### config.mk
export PLATFORM = sky130hd
export DESIGN_NAME = bus_master_if_flat
export DESIGN_NICKNAME = d
export VERILOG_FILES = /design/src/rtl/bus_master_if_if.sv /design/src/rtl/bus_master_if.sv /design/src/flat_wrapper.sv
export SDC_FILE = /design/constraint.sdc
export NUM_CORES = 1
export LEC_CHECK = 0
export ABC_AREA = 0
export CAP_MARGIN = 40
export CORE_MARGIN = 2
export CORE_UTILIZATION = 45
export DETAILED_ROUTE_END_ITERATION = 8
export PLACE_DENSITY = 0.77
export SLEW_MARGIN = 20
export SYNTH_ARGS = -nofsm -noshare
export SYNTH_HDL_FRONTEND = slang
export SYNTH_SLANG_ARGS = --single-unit
export TNS_END_PERCENT = 100
### constraint.sdc
create_clock -name clk -period 2.2 [get_ports clk]
set_clock_uncertainty 0.1 [all_clocks]
set_input_delay 0.33 -clock clk [delete_from_list [all_inputs] [get_ports clk]]
set_output_delay 0.33 -clock clk [all_outputs]
set_load 0.05 [all_outputs]
### src/rtl/bus_master_if_if.sv
`default_nettype none
// ============================================================================
//  Module   : bus_master_if_if
//  Brief    : Core command, bus handshake and response bundle for bus_master_if.
//  Revision : 1.0 - initial release
// ============================================================================
interface bus_master_if_if #(
    parameter int ADDR_W = 12,
    parameter int DATA_W = 8
);
    logic              cmd_valid;
    logic              cmd_ready;
    logic              cmd_write;
    logic [ADDR_W-1:0] cmd_addr;
    logic [DATA_W-1:0] cmd_wdata;
    logic              busreq;
    logic              grant;
    logic              read_write;
    logic [ADDR_W-1:0] m_addr;
    logic [DATA_W-1:0] m_wdata;
    logic [DATA_W-1:0] m_rdata;
    logic              ready;
    logic [1:0]        response;
    logic              split;
    logic              rsp_valid;
    logic [DATA_W-1:0] rsp_rdata;
    logic              rsp_err;

    modport master (
        input  cmd_valid, cmd_write, cmd_addr, cmd_wdata,
        input  grant, m_rdata, ready, response, split,
        output cmd_ready, busreq, read_write, m_addr, m_wdata,
        output rsp_valid, rsp_rdata, rsp_err
    );

    modport slave (
        output cmd_valid, cmd_write, cmd_addr, cmd_wdata,
        output grant, m_rdata, ready, response, split,
        input  cmd_ready, busreq, read_write, m_addr, m_wdata,
        input  rsp_valid, rsp_rdata, rsp_err
    );
endinterface
`default_nettype wire

### src/rtl/bus_master_if.sv
`default_nettype none
// ============================================================================
//  Module   : bus_master_if
//  Brief    : Single-command bus master front end (request/grant, retry, split).
//             Optional XFER watchdog enabled by defining TIMEOUT_EN.
//  Revision : 1.0 - initial release
// ============================================================================
module bus_master_if #(
    parameter int ADDR_W    = 12,
    parameter int DATA_W    = 8,
    parameter int MAX_RETRY = 3
`ifdef TIMEOUT_EN
    ,
    parameter int TIMEOUT   = 15
`endif
) (
    input  logic                 clk,
    input  logic                 rst,
    bus_master_if_if.master      bus
);
    localparam logic [2:0] S_IDLE  = 3'd0;
    localparam logic [2:0] S_REQ   = 3'd1;
    localparam logic [2:0] S_XFER  = 3'd2;
    localparam logic [2:0] S_SPLIT = 3'd3;
    localparam logic [2:0] S_DONE  = 3'd4;

    localparam logic [1:0] RSP_OKAY  = 2'b00;
    localparam logic [1:0] RSP_ERROR = 2'b01;
    localparam logic [1:0] RSP_RETRY = 2'b10;

    localparam int          RW        = $clog2(MAX_RETRY + 2);
    localparam logic [RW-1:0] RETRY_LIM = RW'(MAX_RETRY);

    logic [2:0]        state_q, state_d;
    logic              busreq_q, busreq_d;
    logic              rw_q, rw_d;
    logic [ADDR_W-1:0] addr_q, addr_d;
    logic [DATA_W-1:0] wdata_q, wdata_d;
    logic              cmd_write_q, cmd_write_d;
    logic [ADDR_W-1:0] cmd_addr_q, cmd_addr_d;
    logic [DATA_W-1:0] cmd_wdata_q, cmd_wdata_d;
    logic [RW-1:0]     retry_q, retry_d;
    logic [RW-1:0]     retry_inc;
    logic              rsp_valid_q, rsp_valid_d;
    logic [DATA_W-1:0] rsp_rdata_q, rsp_rdata_d;
    logic              rsp_err_q, rsp_err_d;

`ifdef TIMEOUT_EN
    localparam int            TO_W    = $clog2(TIMEOUT + 1);
    localparam logic [TO_W-1:0] TO_LAST = TO_W'(TIMEOUT - 1);
    logic [TO_W-1:0]   to_q, to_d;
`endif

    assign retry_inc = retry_q + RW'(1);

    always_comb begin
        state_d     = state_q;
        busreq_d    = busreq_q;
        rw_d        = rw_q;
        addr_d      = addr_q;
        wdata_d     = wdata_q;
        cmd_write_d = cmd_write_q;
        cmd_addr_d  = cmd_addr_q;
        cmd_wdata_d = cmd_wdata_q;
        retry_d     = retry_q;
        rsp_valid_d = 1'b0;
        rsp_rdata_d = rsp_rdata_q;
        rsp_err_d   = rsp_err_q;
`ifdef TIMEOUT_EN
        to_d        = to_q;
`endif
        case (state_q)
            S_IDLE: begin
                if (bus.cmd_valid) begin
                    cmd_write_d = bus.cmd_write;
                    cmd_addr_d  = bus.cmd_addr;
                    cmd_wdata_d = bus.cmd_wdata;
                    retry_d     = '0;
                    busreq_d    = 1'b1;
                    state_d     = S_REQ;
                end
            end
            S_REQ: begin
                // After a retry busreq is low for one cycle; a grant seen then is stale.
                if (!busreq_q) begin
                    busreq_d = 1'b1;
                end else if (bus.grant) begin
                    rw_d    = cmd_write_q;
                    addr_d  = cmd_addr_q;
                    wdata_d = cmd_wdata_q;
                    state_d = S_XFER;
`ifdef TIMEOUT_EN
                    to_d    = '0;
`endif
                end
            end
            S_XFER: begin
                if (bus.ready) begin
                    case (bus.response)
                        RSP_OKAY: begin
                            state_d     = S_DONE;
                            busreq_d    = 1'b0;
                            rsp_valid_d = 1'b1;
                            rsp_err_d   = 1'b0;
                            rsp_rdata_d = cmd_write_q ? '0 : bus.m_rdata;
                        end
                        RSP_ERROR: begin
                            state_d     = S_DONE;
                            busreq_d    = 1'b0;
                            rsp_valid_d = 1'b1;
                            rsp_err_d   = 1'b1;
                            rsp_rdata_d = '0;
                        end
                        RSP_RETRY: begin
                            retry_d  = retry_inc;
                            busreq_d = 1'b0;
                            if (retry_inc <= RETRY_LIM) begin
                                state_d = S_REQ;
                            end else begin
                                state_d     = S_DONE;
                                rsp_valid_d = 1'b1;
                                rsp_err_d   = 1'b1;
                                rsp_rdata_d = '0;
                            end
                        end
                        default: begin
                            state_d  = S_SPLIT;
                            busreq_d = 1'b0;
                        end
                    endcase
                end else begin
`ifdef TIMEOUT_EN
                    to_d = to_q + TO_W'(1);
                    if (to_q == TO_LAST) begin
                        state_d     = S_DONE;
                        busreq_d    = 1'b0;
                        rsp_valid_d = 1'b1;
                        rsp_err_d   = 1'b1;
                        rsp_rdata_d = '0;
                    end else
`endif
                    if (!bus.grant) begin
                        state_d = S_REQ;
                    end
                end
            end
            S_SPLIT: begin
                busreq_d = 1'b0;
                if (!bus.split) begin
                    busreq_d = 1'b1;
                    state_d  = S_REQ;
                end
            end
            S_DONE: begin
                state_d = S_IDLE;
            end
            default: begin
                state_d  = S_IDLE;
                busreq_d = 1'b0;
            end
        endcase
    end

    always_ff @(posedge clk) begin
        if (rst) begin
            state_q     <= S_IDLE;
            busreq_q    <= 1'b0;
            rw_q        <= 1'b0;
            addr_q      <= '0;
            wdata_q     <= '0;
            cmd_write_q <= 1'b0;
            cmd_addr_q  <= '0;
            cmd_wdata_q <= '0;
            retry_q     <= '0;
            rsp_valid_q <= 1'b0;
            rsp_rdata_q <= '0;
            rsp_err_q   <= 1'b0;
`ifdef TIMEOUT_EN
            to_q        <= '0;
`endif
        end else begin
            state_q     <= state_d;
            busreq_q    <= busreq_d;
            rw_q        <= rw_d;
            addr_q      <= addr_d;
            wdata_q     <= wdata_d;
            cmd_write_q <= cmd_write_d;
            cmd_addr_q  <= cmd_addr_d;
            cmd_wdata_q <= cmd_wdata_d;
            retry_q     <= retry_d;
            rsp_valid_q <= rsp_valid_d;
            rsp_rdata_q <= rsp_rdata_d;
            rsp_err_q   <= rsp_err_d;
`ifdef TIMEOUT_EN
            to_q        <= to_d;
`endif
        end
    end

    assign bus.cmd_ready  = (state_q == S_IDLE);
    assign bus.busreq     = busreq_q;
    assign bus.read_write = rw_q;
    assign bus.m_addr     = addr_q;
    assign bus.m_wdata    = wdata_q;
    assign bus.rsp_valid  = rsp_valid_q;
    assign bus.rsp_rdata  = rsp_rdata_q;
    assign bus.rsp_err    = rsp_err_q;

endmodule
`default_nettype wire

### src/flat_wrapper.sv
// flat-port wrapper written by rule: the top's interface ports become plain ports
module bus_master_if_flat 
#(
    parameter int ADDR_W    = 12,
    parameter int DATA_W    = 8,
    parameter int MAX_RETRY = 3

)
  (clk, rst, bus_cmd_valid, bus_cmd_write, bus_cmd_addr, bus_cmd_wdata, bus_grant, bus_m_rdata, bus_ready, bus_response, bus_split, bus_cmd_ready, bus_busreq, bus_read_write, bus_m_addr, bus_m_wdata, bus_rsp_valid, bus_rsp_rdata, bus_rsp_err);
  bus_master_if_if #(.ADDR_W(ADDR_W), .DATA_W(DATA_W)) bus_i ();
  input  logic clk;
  input  logic rst;
  input wire logic [$bits(bus_i.cmd_valid)-1:0] bus_cmd_valid;
  input wire logic [$bits(bus_i.cmd_write)-1:0] bus_cmd_write;
  input wire logic [$bits(bus_i.cmd_addr)-1:0] bus_cmd_addr;
  input wire logic [$bits(bus_i.cmd_wdata)-1:0] bus_cmd_wdata;
  input wire logic [$bits(bus_i.grant)-1:0] bus_grant;
  input wire logic [$bits(bus_i.m_rdata)-1:0] bus_m_rdata;
  input wire logic [$bits(bus_i.ready)-1:0] bus_ready;
  input wire logic [$bits(bus_i.response)-1:0] bus_response;
  input wire logic [$bits(bus_i.split)-1:0] bus_split;
  output wire logic [$bits(bus_i.cmd_ready)-1:0] bus_cmd_ready;
  output wire logic [$bits(bus_i.busreq)-1:0] bus_busreq;
  output wire logic [$bits(bus_i.read_write)-1:0] bus_read_write;
  output wire logic [$bits(bus_i.m_addr)-1:0] bus_m_addr;
  output wire logic [$bits(bus_i.m_wdata)-1:0] bus_m_wdata;
  output wire logic [$bits(bus_i.rsp_valid)-1:0] bus_rsp_valid;
  output wire logic [$bits(bus_i.rsp_rdata)-1:0] bus_rsp_rdata;
  output wire logic [$bits(bus_i.rsp_err)-1:0] bus_rsp_err;
  assign bus_i.cmd_valid = bus_cmd_valid;
  assign bus_i.cmd_write = bus_cmd_write;
  assign bus_i.cmd_addr = bus_cmd_addr;
  assign bus_i.cmd_wdata = bus_cmd_wdata;
  assign bus_i.grant = bus_grant;
  assign bus_i.m_rdata = bus_m_rdata;
  assign bus_i.ready = bus_ready;
  assign bus_i.response = bus_response;
  assign bus_i.split = bus_split;
  assign bus_cmd_ready = bus_i.cmd_ready;
  assign bus_busreq = bus_i.busreq;
  assign bus_read_write = bus_i.read_write;
  assign bus_m_addr = bus_i.m_addr;
  assign bus_m_wdata = bus_i.m_wdata;
  assign bus_rsp_valid = bus_i.rsp_valid;
  assign bus_rsp_rdata = bus_i.rsp_rdata;
  assign bus_rsp_err = bus_i.rsp_err;
  bus_master_if #(.ADDR_W(ADDR_W), .DATA_W(DATA_W), .MAX_RETRY(MAX_RETRY)) u_core (.clk(clk), .rst(rst), .bus(bus_i));
endmodule
Word level (Yosys, flattened, before mapping)
Cells that the tools add are included.
Operators by class
  add/sub/neg operators: 1
  $mul: 0
  divide/modulo/power cells: 0
  order comparisons: 1
  equality and inequality tests: 14
  shifts and indexed selects: 0
  multiplexer cells: 24
  bitwise gates (word level): 3
  reduce and logical (&&, ||, !) cells: 12
Operators with widths (number)
  3-bit 2-to-1 mux: 10
  8-bit case mux with 3 select lines: 1
  8-bit 2-to-1 mux: 2
  2-bit != test, second input constant: 6
  3-bit case mux with 2 select lines: 2
  3-bit case mux with 4 select lines: 1
  4-bit AND reduction: 2
  3-bit by 2-bit == test with 1-bit output, second input constant: 2
  3-bit AND reduction: 2
  1-bit 2-to-1 mux: 5
  1-bit case mux with 5 select lines: 1
  5-bit AND reduction: 1
  3-bit by 1-bit adder with 3-bit output, second input constant: 1
  3-bit by 1-bit == test with 1-bit output, second input constant: 1
  3-bit == test, second input constant: 1
  3-bit by 2-bit less-or-equal comparator with 1-bit output, second input constant: 1
  3-bit logical NOT: 1
  3-bit != test, second input constant: 1
  1-bit inverter: 3
  1-bit case mux with 3 select lines: 1
  3-bit nonzero test: 1
  3-bit OR reduction: 1
  2-bit by 1-bit == test with 1-bit output, second input constant: 1
  2-bit == test, second input constant: 1
  6 further kinds: 6
Word-level totals
  register bits: 59
  latch bits: 0
  bits in writable memories: 0
  memory bits (read-only): 0
  input bits: 37
  output and inout port bits: 33
  logic and storage cells: 67
  memories: 0

Longest topological paths before layout
  depth after elaboration: 6
  gate-level depth with buffers: 7

Worst setup path after synthesis
OpenSTA, ideal clock, no wires.
  path kind: register -> output
  start point: register u_core.state_q[0]
  end point: output port bus_cmd_ready
  data arrival time: 1595 ps
  data required time: 1770 ps
  setup slack: 175 ps
  stages on the path, launching flop included: 3
  cell sequence: dfxtp_1 clkbuf_1 nor3_1
Between the ends
  longest elaborated chain between the ends: 1
RTL lines
  start: declaration: RTL line bus_master_if.sv:34  | logic [2:0] state_q, state_d;
  start signal: assignment: RTL line bus_master_if.sv:182  | state_q <= state_d;
  3-bit logical NOT: RTL line bus_master_if.sv:200  | assign bus.cmd_ready = (state_q == S_IDLE);
  end: declaration: RTL line flat_wrapper.sv:22  | output wire logic [$bits(bus_i.cmd_ready)-1:0] bus_cmd_ready;
Every way passes these cells.

Final worst setup path
  start point: register u_core.retry_q[0]
  end point: register u_core.rsp_rdata_q[3], in the netlist u_core.bus.rsp_rdata[3]
Between the ends
  longest elaborated chain between the ends: 4
RTL lines
  start: declaration: RTL line bus_master_if.sv:42  | logic [RW-1:0] retry_q, retry_d;
  start signal: assignment: RTL line bus_master_if.sv:190  | retry_q <= retry_d;
  3-bit by 1-bit adder with 3-bit output: RTL line bus_master_if.sv:54  | assign retry_inc = retry_q + RW'(1);
  3-bit by 2-bit less-or-equal comparator with 1-bit output: RTL line bus_master_if.sv:117  | if (retry_inc <= RETRY_LIM) begin
  2-bit != test (no line)
  4-bit AND reduction (no line)
  end signal: assignment: RTL line bus_master_if.sv:192  | rsp_rdata_q <= rsp_rdata_d;
  end: declaration: RTL line bus_master_if.sv:45  | logic [DATA_W-1:0] rsp_rdata_q, rsp_rdata_d;
Every way passes these cells.
A chain may end at the register's enable or synchronous reset.

==> metrics list <==
- The tightest min-delay check is of the flop to flop type.
- Gate count of the mapped netlist: 292
- Data required time at the worst endpoint: 2350 ps
- Total Power Consumption: 2.36 mW
- Worst-path clk slew: 60 ps
* Max-slew violation count: 0
- By area the synthesized netlist is led by sky130_fd_sc_hd__dfxtp_1 50%, sky130_fd_sc_hd__nand2_1 14%, sky130_fd_sc_hd__a21oi_1 9.7%, sky130_fd_sc_hd__ha_1 3.1%, sky130_fd_sc_hd__nand2b_1 2.1%.
- Number of detailed-route iterations in the first pass: 6
* Area share of the largest cell type after synthesis: 49.5%
- For the pin with the worst max-slew slack, the measured transition is 589 ps.
- TritonCTS built the clock tree.
- Power density of the placed cells: 700 nW/um2
* Routed vias/inst: 5.00
* Sum Neg Setup Slack: 0 ps
- Vias in the first global route: 2033
- Following the worst setup path forward leads to its endpoint at u_core.bus.rsp_rdata[3].
* Setup repair after global routing missed its margin: no
* Final cell count without fillers: 440
* Commonest cells after routing, fill and taps aside: 89 x sky130_fd_sc_hd__nand2_1, 67 x sky130_fd_sc_hd__clkdlybuf4s50_1, 59 x sky130_fd_sc_hd__dfxtp_1, 46 x sky130_fd_sc_hd__a21oi_1, 11 x sky130_fd_sc_hd__buf_4
* I/O pin count: 70
* DRC: 0
- For this run, the top clock speed supported by timing is 0.497 GHz.
- Measured on the finished design, the core utilization comes to 65.9%.
* Number of warnings reported in the yosys synthesis log: 0
- The number of hold violations in the final report is 0.
* Depth of the CTS H-tree: 3
- VDD sags by at most 0.000395 V.
* Post-DP HPWL: 3.85 mm
* Die height: 76.8 um
* Number of distinct standard cells referenced by the synthesized netlist: 36
* Total of endpoints with negative setup slack in the final report: 0
* R2R setup slack: 190 ps
- Initial Util: 46.7%
* Number of synthesized flops with an enable pin: 0
- In the final layout, the multi-input gates occupy 1110 um2.
- Counting cells, the worst reg-to-reg path comes to 7.
- Total clock buffers created by CTS: 9
- STA classifies the critical path startpoint as a flop.
- Total Nets Final: 408
- The most used flip-flop cell after synthesis is sky130_fd_sc_hd__dfxtp_1.
* Gp weighted congestion: 0.775
- Post-CTS Setup Bufs: 0
- Number of nets produced by synthesis: 335
- Along the worst path, the maximum fanout reaches 16.
* Startpoint of the most critical register-to-register path: u_core.retry_q[0]
- Source-to-sink clock delay at the later pin of the worst-skew pair: 330 ps
* Number of antenna-violating nets in the routed design: 0
* Area of the die: 5900 um2
* Num rows: 26
- Gr usage total: 20.3%
- The final critical path takes up 91.5% of the cycle.
- Of the synthesized area, sequential elements account for 49.5%.
- First-pass GRT wire length: 9.49 mm
- In this run the tool buffered the top-level ports with 69 buffer cells.
- Dividing the detail-routed wire length by the instance count gives 12.9 um.
* Mean post-synth cell area: 8.17 um2
- Fillers: 472
- Remaining global-route overflow: 0
- Number of violations of the max-capacitance limit: 0
- Biggest area consumer among synthesized cells: sky130_fd_sc_hd__dfxtp_1
* Hold Buf Count CTS: 0
- Clock tree sinks: 59
- Placeable Area: 5110 um2
- Async SR Flop Fraction: 0%
- For this block, the via count after detailed routing is 2199.
* Data arrival time of the worst path: 2160 ps
- Horiz. Die Dim: 76.8 um
- Cells with a size suffix above 1 make up 10.3% of the layout.
* Clock tree root buffer cell: sky130_fd_sc_hd__clkbuf_8
- After detailed placement, the design holds a cell count of 424.
* Bufs on Longest Clock Path: 2
- Registers take 1180 um2.
- Entering global routing, the biggest net connects 35 pins.
- Routed Wire Length: 5.66 mm
- Headroom to the max-slew limit came out at 60.7%.
* Antenna diode count: 0
- Run status: finished, final reports clean
- Leakage component of the power: 1.21 nW
- Initial antenna violation count: 0
- Flops & latches, synth: 59
* Synthesized cell area: 2380 um2
- The worst setup path is of the flop to flop kind.
- Source of the critical timing path: u_core.retry_q[0]
- The worst setup path is captured at a flop.
- For the finished layout, the period the worst path requires is 2010 ps.
- Leaving out fill and tap cells, the most frequent cell in the layout is sky130_fd_sc_hd__nand2_1.
* Area Overhead vs Synth: 41.1%
- First-iteration detailed-routing DRC count: 104
- Post-CTS resize count: 0
- The worst register-to-register path ends at u_core.bus.rsp_rdata[3].
## routing by layer
metal	track usage, %	up-vias	share of wire [%]	routed length (um)
met5	0	-	0	0
met4	9.82	0	1.7	97
met3	4.59	8	4.3	244
met2	34.2	59	52	2930
met1	24.4	1006	42	2390
li1	-	1126	-	-
## flip-flops by register name (all words and copies together) (netlist names), 3 cells and up
register              flops
u_core.state_q            3
u_core.retry_q            3
u_core.cmd_addr_q        12
u_core.bus.m_addr        12
u_core.bus.m_wdata        8
u_core.cmd_wdata_q        8
u_core.bus.rsp_rdata      8
## how the worst min path moves through the flow
stage / start / to / cells after the start
global route: u_core.cmd_addr_q[1] / u_core.bus.m_addr[1] / 2
global placement: u_core.cmd_addr_q[1] / u_core.bus.m_addr[1] / 2
finish: u_core.cmd_addr_q[4] / u_core.bus.m_addr[4] / 2
CTS: u_core.cmd_addr_q[4] / u_core.bus.m_addr[4] / 2
detailed placement: u_core.cmd_addr_q[2] / u_core.bus.m_addr[2] / 2
floorplan: u_core.cmd_addr_q[10] / u_core.bus.m_addr[10] / 2
## cell type report
cell class	count	area share, %
flip-flops and latches	59	35.1
multi-input cells	212	33.1
repair buffers	80	23.1
clock buffers	11	4.20
well taps	70	2.60
clock inverters	5	1.56
inverters	3	0.335
## power by group
group | internal, mW | switching (mW)
Sequential | 1.10 | 0.0241
Combinational | 0.127 | 0.144
Clock | 0.548 | 0.411
## critical path: stages, from the launching register on
cell and delay [ps]:
sky130_fd_sc_hd__dfxtp_1 350, sky130_fd_sc_hd__inv_1 70, sky130_fd_sc_hd__ha_1 300, sky130_fd_sc_hd__or3_4 360, sky130_fd_sc_hd__a311oi_4 390, sky130_fd_sc_hd__buf_12 180
sky130_fd_sc_hd__nand3_1 90, sky130_fd_sc_hd__o21ai_0 90
## synthesized netlist by cell type (2+ instances only)
| library cell | count |
|---|---|
| sky130_fd_sc_hd__nand2_1 | 89 |
| sky130_fd_sc_hd__a31oi_1 | 2 |
| sky130_fd_sc_hd__or2b_2 | 2 |
| sky130_fd_sc_hd__o21a_1 | 2 |
| sky130_fd_sc_hd__nor4_1 | 2 |
| sky130_fd_sc_hd__nand2b_1 | 8 |
| sky130_fd_sc_hd__mux2i_1 | 2 |
| sky130_fd_sc_hd__nor2_1 | 9 |
| sky130_fd_sc_hd__ha_1 | 6 |
| sky130_fd_sc_hd__o21ai_0 | 10 |
| sky130_fd_sc_hd__nand4_1 | 2 |
| sky130_fd_sc_hd__or3b_2 | 3 |
| sky130_fd_sc_hd__buf_2 | 3 |
| sky130_fd_sc_hd__nand3_1 | 9 |
| sky130_fd_sc_hd__clkbuf_1 | 13 |
| sky130_fd_sc_hd__a21oi_1 | 46 |
| sky130_fd_sc_hd__dfxtp_1 | 59 |
| sky130_fd_sc_hd__inv_1 | 3 |
| sky130_fd_sc_hd__nor3_1 | 5 |
## stage by stage
| step | setup slack (ps) | hold slack, ps | area, um2 |
|---|---|---|---|
| final | 187 | 346 | 3370 |
| after global routing | 59.9 | 369 | 3370 |
| after CTS | 155 | 349 | 3370 |
| after detailed placement | -50.1 | 342 | 3170 |
| after global placement | 39.1 | 336 | 3170 |
| after floorplan | 175 | 332 | 2380 |
## kinds of logic (layout without fill, tap and decap cells)
group	Yosys count	after routing	synth area share, %
flip-flops	59	59	49.5
XOR/XNOR	1	1	0.367
multiplexers	3	3	1.31
buffers and inverters	21	99	4.20
AO/OA/AOI/OAI	66	66	15.7
adder cells (fa/ha/maj)	6	6	3.15
AND/OR/NAND/NOR	136	136	25.8
Note: power is estimated with default switching activity, not from simulation.
